$ cat src/rtl/trace_pkg.sv
// Shared types and constants for the data-memory write tracer:
// TX FSM states, record length and UART framing levels.
package trace_pkg;

  typedef enum logic [1:0] {
    IDLE  = 2'd0,
    START = 2'd1,
    DATA  = 2'd2,
    STOP  = 2'd3
  } tx_state_e;

  localparam int   REC_BYTES = 4;
  localparam logic START_BIT = 1'b0;
  localparam logic STOP_BIT  = 1'b1;

  // Record bytes go out most significant first: addr hi, addr lo, data hi, data lo.
  function automatic logic [7:0] rec_byte(input logic [31:0] rec, input logic [1:0] idx);
    logic [7:0] b;
    case (idx)
      2'd0:    b = rec[31:24];
      2'd1:    b = rec[23:16];
      2'd2:    b = rec[15:8];
      2'd3:    b = rec[7:0];
      default: b = 8'h00;
    endcase
    return b;
  endfunction

endpackage

$ cat src/rtl/trace_fifo.sv
// Synchronous circular FIFO; a push into a full FIFO is taken only when a
// pop happens on the same edge.
module trace_fifo #(
  parameter int DEPTH = 8,
  parameter int WIDTH = 32
) (
  input  logic                     clk,
  input  logic                     reset,
  input  logic                     push,
  input  logic                     pop,
  input  logic [WIDTH-1:0]         din,
  output logic [WIDTH-1:0]         dout,
  output logic                     full,
  output logic                     empty,
  output logic [$clog2(DEPTH):0]   count
);

  localparam int AW = $clog2(DEPTH);

  logic [WIDTH-1:0] mem_r [DEPTH];
  logic [AW-1:0]    rd_ptr_r;
  logic [AW-1:0]    wr_ptr_r;
  logic [AW:0]      count_r;
  logic             do_push_s;
  logic             do_pop_s;

  // Qualify requests against occupancy.
  always_comb begin
    do_pop_s  = pop & ~empty;
    do_push_s = push & (~full | do_pop_s);
  end

  // Pointer and occupancy bookkeeping.
  always_ff @(posedge clk) begin
    if (reset) begin
      rd_ptr_r <= '0;
      wr_ptr_r <= '0;
      count_r  <= '0;
    end else begin
      if (do_push_s) wr_ptr_r <= wr_ptr_r + AW'(1);
      if (do_pop_s)  rd_ptr_r <= rd_ptr_r + AW'(1);
      case ({do_push_s, do_pop_s})
        2'b10:   count_r <= count_r + (AW+1)'(1);
        2'b01:   count_r <= count_r - (AW+1)'(1);
        default: count_r <= count_r;
      endcase
    end
  end

  // Storage; the read port samples before this edge's write lands.
  always_ff @(posedge clk) begin
    if (do_push_s) mem_r[wr_ptr_r] <= din;
  end

  assign dout  = mem_r[rd_ptr_r];
  assign full  = (count_r == (AW+1)'(DEPTH));
  assign empty = (count_r == '0);
  assign count = count_r;

endmodule

$ cat src/rtl/wr_trace_uart.sv
// Captures every RAM write as {addr, data} and streams each one out as a
// 4-byte 8N1 UART record.
module wr_trace_uart
  import trace_pkg::*;
#(
  parameter int BITS         = 16,
  parameter int DTBITS       = 11,
  parameter int FIFO_DEPTH   = 8,
  parameter int CLKS_PER_BIT = 868
) (
  input  logic              i_clock,
  input  logic              i_reset,
  input  logic              i_Wr,
  input  logic [DTBITS-1:0] i_Addr,
  input  logic [BITS-1:0]   i_Data,
  output logic              o_tx,
  output logic              o_busy,
  output logic              o_overflow
);

  localparam int CW = $clog2(FIFO_DEPTH);
  localparam int BW = $clog2(CLKS_PER_BIT);

  logic [31:0]   push_word_s;
  logic [31:0]   pop_word_s;
  logic          fifo_full_s;
  logic          fifo_empty_s;
  logic [CW:0]   fifo_count_s;
  logic          pop_s;
  logic          baud_done_s;
  logic [7:0]    cur_byte_s;

  tx_state_e     state_r;
  logic [BW-1:0] baud_cnt_r;
  logic [2:0]    bit_idx_r;
  logic [1:0]    byte_idx_r;
  logic [31:0]   rec_r;
  logic          tx_r;
  logic          busy_r;
  logic          ovf_r;

  assign push_word_s = {16'(i_Addr), i_Data};

  trace_fifo #(.DEPTH(FIFO_DEPTH), .WIDTH(32)) u_fifo (
    .clk   (i_clock),
    .reset (i_reset),
    .push  (i_Wr),
    .pop   (pop_s),
    .din   (push_word_s),
    .dout  (pop_word_s),
    .full  (fifo_full_s),
    .empty (fifo_empty_s),
    .count (fifo_count_s)
  );

  // Pop when idle, or at the end of a record's last stop bit so records chain with no gap.
  always_comb begin
    baud_done_s = (baud_cnt_r == BW'(CLKS_PER_BIT - 1));
    cur_byte_s  = rec_byte(rec_r, byte_idx_r);
    pop_s       = 1'b0;
    if (!fifo_empty_s) begin
      case (state_r)
        IDLE:    pop_s = 1'b1;
        STOP:    pop_s = baud_done_s & (byte_idx_r == 2'(REC_BYTES - 1));
        default: pop_s = 1'b0;
      endcase
    end else begin
      pop_s = 1'b0;
    end
  end

  // TX FSM with baud timing, plus the registered status flags.
  always_ff @(posedge i_clock) begin
    if (i_reset) begin
      state_r    <= IDLE;
      baud_cnt_r <= '0;
      bit_idx_r  <= 3'd0;
      byte_idx_r <= 2'd0;
      rec_r      <= 32'h0;
      tx_r       <= STOP_BIT;
      busy_r     <= 1'b0;
      ovf_r      <= 1'b0;
    end else begin
      busy_r <= (state_r != IDLE) | (fifo_count_s != '0);
      ovf_r  <= ovf_r | (i_Wr & fifo_full_s & ~pop_s);
      case (state_r)
        IDLE: begin
          baud_cnt_r <= '0;
          tx_r       <= STOP_BIT;
          if (pop_s) begin
            rec_r      <= pop_word_s;
            byte_idx_r <= 2'd0;
            tx_r       <= START_BIT;
            state_r    <= START;
          end
        end
        START: begin
          if (baud_done_s) begin
            baud_cnt_r <= '0;
            bit_idx_r  <= 3'd0;
            tx_r       <= cur_byte_s[0];
            state_r    <= DATA;
          end else begin
            baud_cnt_r <= baud_cnt_r + BW'(1);
          end
        end
        DATA: begin
          if (baud_done_s) begin
            baud_cnt_r <= '0;
            if (bit_idx_r == 3'd7) begin
              tx_r    <= STOP_BIT;
              state_r <= STOP;
            end else begin
              bit_idx_r <= bit_idx_r + 3'd1;
              tx_r      <= cur_byte_s[bit_idx_r + 3'd1];
            end
          end else begin
            baud_cnt_r <= baud_cnt_r + BW'(1);
          end
        end
        STOP: begin
          if (baud_done_s) begin
            baud_cnt_r <= '0;
            if (byte_idx_r != 2'(REC_BYTES - 1)) begin
              byte_idx_r <= byte_idx_r + 2'd1;
              tx_r       <= START_BIT;
              state_r    <= START;
            end else if (pop_s) begin
              rec_r      <= pop_word_s;
              byte_idx_r <= 2'd0;
              tx_r       <= START_BIT;
              state_r    <= START;
            end else begin
              tx_r    <= STOP_BIT;
              state_r <= IDLE;
            end
          end else begin
            baud_cnt_r <= baud_cnt_r + BW'(1);
          end
        end
        default: begin
          tx_r    <= STOP_BIT;
          state_r <= IDLE;
        end
      endcase
    end
  end

  assign o_tx       = tx_r;
  assign o_busy     = busy_r;
  assign o_overflow = ovf_r;

endmodule

$ cat config.mk
export PLATFORM = sky130hd
export DESIGN_NAME = wr_trace_uart
export DESIGN_NICKNAME = d
export VERILOG_FILES = /design/src/rtl/trace_pkg.sv /design/src/rtl/trace_fifo.sv /design/src/rtl/wr_trace_uart.sv
export SDC_FILE = /design/constraint.sdc
export NUM_CORES = 1
export LEC_CHECK = 0
export ABC_AREA = 1
export BUFFER_PORTS_ARGS = -buffer_cell sky130_fd_sc_hd__buf_2
export CORE_MARGIN = 4
export CORE_UTILIZATION = 55
export DETAILED_ROUTE_END_ITERATION = 16
export GPL_ROUTABILITY_DRIVEN = 0
export GPL_TIMING_DRIVEN = 1
export PLACE_DENSITY = 0.8
export SYNTH_ARGS = -nofsm -noshare
export SYNTH_HDL_FRONTEND = slang
export SYNTH_HIERARCHICAL = 1
export SYNTH_SLANG_ARGS = --single-unit
export TNS_END_PERCENT = 20
$ cat constraint.sdc
create_clock -name i_clock -period 4.9 [get_ports i_clock]
set_clock_uncertainty 0.2 [all_clocks]
set_input_delay 0.245 -clock i_clock [delete_from_list [all_inputs] [get_ports i_clock]]
set_output_delay 0.245 -clock i_clock [all_outputs]
set_load 0.005 [all_outputs]
==> out/metrics.cfg <==
[job]
max_cap_viol_count = 0

[finish]
multi_input_area_um2 = 3760
final_area_um2 = 15000
layout_commonest_cell = edfxtp_1
layout-drive-gt1-share_pct = 8.75
syn_to_final_growth_pct = 14.0
fillers = 1694
final_cell_mix = 256 x edfxtp_1, 196 x nand2_1, 87 x nor2_1, 73 x o21ai_0
n_antenna_cell = 0
final_nets = 1236
regArea_um2 = 9000

[sta]
fin_crit_sh_pct = 71.0
rsz0062_at_grt = no
finalHoldViolations = 0
finalSetupTns_ns = 0
whs_ns = 0.0641
max_slew.worst_pin.slew_ns = 1.15
min_period_ns = 3.48
slew_headroom_pct = 23.1
slew_viol_final = 0
max_clock_freq_mhz = 288
setup_viol_count_final = 0

[route]
antenna_left = 0
drcViolationCount = 0
viasPerCell = 5.50
wl_met1_um = 10900
wl_met3_um = 1920
firstDrtPassIters = 5
drt-total-wl_um = 26200
via_count = 8421
wl_met2_um = 12700
drt_iter0_markers = 713
drt-wirelength-per-cell_um = 17.1
top_layer = met4

[critical_path]
crit_path_end_kind = register
path_buf_inv = 3
crit_arrival_ns = 3.38
critPathSlowestCell = nor2_4
path_class = register to register
slowest_delay_ns = 0.95
crit_path_start_kind = register
crit_fanout = 32
cp_top_family = simple AND/OR/NAND/NOR gates
crit_chain = ha_1 -> nand2_1 -> o21ai_2 -> nand2_2 -> inv_1 -> inv_1 -> nand4_1 -> nand2_1 -> inv_1 -> nand2_1 -> nor2_4
crit_required_ns = 4.81

[power_and_ir_drop]
p_per_area_nw_per_um2 = 517
p_leak_nw = 5.29
vdd_drop_max_uv = 329
power.total_mw = 7.74

[floorplanning]
dieArea_um2 = 26400
chipHeight_um = 162
start_util_pct = 55.9
num_rows = 56
die_x_um = 162
top_level_ports = 33
coreArea_um2 = 23500

[clocking]
cts_tree = yes
cts-htree-levels = 2
cts_root_buffer = clkbuf_16
cts-buffers-inserted = 34
cts_buffer_depth = 3
clkLatencyLatePin_ns = 0.51
post_cts_buffers = 0
cts_resized = 0
clkTransAtPathRegs_ns = 0.06
cts_sinks = 321

[yosys]
synthCells = 1106
synth_flop_cell = edfxtp_1
ys.warnings.count = 6
ys_ff_latch = 321
synth.avg_cell_area_um2 = 11.9
yosys.cell_types.count = 39
yosysSeqAreaShare_pct = 68.5
async_reset_ff_share_pct = 0
synth-edff-count = 256
synth_area_um2 = 13100

[grt]
antenna_found_initial = 1
grt_max_degree = 106
overflow = 0
grt_pass1_wl_um = 41300
first_global_vias = 7983
grt_usage_pct = 19.8

[placement]
numPortBuffers = 32
hpwl_um = 14800
placed_area_um2 = 13600

[outcome]
outcome = complete, no violations

[min_path]
hold_class = input port to register

kinds of logic (layout without fill, tap and decap cells):
| logic type | after synthesis | count (layout) | share of synthesized area, % |
|---|---|---|---|
| simple gates | 367 | 367 | 11.5 |
| flops | 321 | 321 | 68.5 |
| buf+inv | 119 | 185 | 4.33 |
| mux | 64 | 64 | 4.88 |
| compound gates | 216 | 216 | 9.03 |
| fa+ha+maj | 16 | 16 | 1.58 |
| other cells | 1 | 40 | 0.0286 |
| xor+xnor | 2 | 2 | 0.134 |
registers in the layout, summed over array words and instances (netlist names), named ones only:
| name | flops |
|---|---|
| u_fifo/mem_r | 256 |
| rec_r | 32 |
| baud_cnt_r | 10 |
| u_fifo/count | 4 |
| bit_idx_r | 3 |
| u_fifo/rd_ptr_r | 3 |
| u_fifo/wr_ptr_r | 3 |
| byte_idx_r | 2 |
| state_r | 2 |
| o_busy | 1 |
| o_overflow | 1 |
| o_tx | 1 |
Yosys cell counts, types with 2 or more instances:
cell	count	share of area, %
a21oi_1	62	2.4
a21oi_2	2	0.13
buf_1	5	0.14
buf_12	2	0.31
buf_2	14	0.53
buf_4	3	0.17
buf_6	6	0.52
clkbuf_1	25	0.72
dfxtp_1	65	9.9
edfxtp_1	256	59
ha_1	15	1.4
inv_1	61	1.7
mux2i_1	64	4.9
nand2_1	196	5.6
nand2_2	2	0.095
nand3_1	59	2.3
nand4_1	5	0.24
nor2_1	95	2.7
nor3_1	3	0.11
nor3b_1	2	0.11
o21ai_0	73	2.8
o21ai_1	9	0.34
o21ai_2	2	0.13
o22ai_1	64	3.1
xor2_1	2	0.13
path summary, 6_finish.rpt:
| path | from | endpoint | slack [ns] | depth (start not counted) |
|---|---|---|---|---|
| max | byte_idx_r[1]$_SDFFE_PP0P_ | u_fifo/mem_r[4][27]$_DFFE_PP_ | 1.42 | 11 |
| min | i_reset | o_overflow$_SDFF_PP0_ | 0.06 | 2 |
| max reg2reg | byte_idx_r[1]$_SDFFE_PP0P_ | u_fifo/mem_r[4][27]$_DFFE_PP_ | 1.42 | 11 |
| min reg2reg | rec_r[30]$_SDFFE_PP0P_ | rec_r[30]$_SDFFE_PP0P_ | 0.26 | 2 |
power breakdown:
| part | switching (mW) | internal, mW | leakage (nW) |
|---|---|---|---|
| clock | 0.978 | 1.48 | 0.525 |
| combinational | 1.15 | 0.620 | 1.90 |
| sequential | 0.293 | 3.21 | 2.86 |
routing by layer:
metal / up-vias / track usage [%]
met5: - / 0
met4: 0 / 6.73
met3: 59 / 4.25
met2: 304 / 33.3
met1: 3986 / 25.8
li1: 4072 / -
stage by stage:
| step | setup slack, ns | std cells | utilization (%) |
|---|---|---|---|
| floorplan | 1.44 | 1145 | - |
| global placement | 1.61 | 1445 | 57.9 |
| detailed placement | 1.47 | 1445 | 57.9 |
| CTS | 1.44 | 1530 | 63.7 |
| global route | 1.16 | 1530 | 63.7 |
| finish | 1.42 | 1530 | 63.7 |
worst reg2reg max path, stage by stage (launching register included):
cell	delay [ns]
dfxtp_1	0.38
ha_1	0.41
nand2_1	0.14
o21ai_2	0.16
nand2_2	0.11
inv_1	0.13
inv_1	0.05
nand4_1	0.08
nand2_1	0.12
inv_1	0.10
nand2_1	0.24
nor2_4	0.95
final cells by class:
cell class / instances / area share [%]
Inverter: 62 / 1.56
Tap cell: 319 / 2.67
Multi-Input combinational cell: 705 / 25.2
Clock inverter: 15 / 1.10
Sequential cell: 321 / 60.2
Timing Repair Buffer: 66 / 3.25
Clock buffer: 42 / 6.10
timing repair:
action	4_1_cts	5_1_grt
setup endpoints to repair	0	0
hold buffers	28	0
hold endpoints to repair	220	0
No activity file was read; power rests on OpenSTA's default activity.
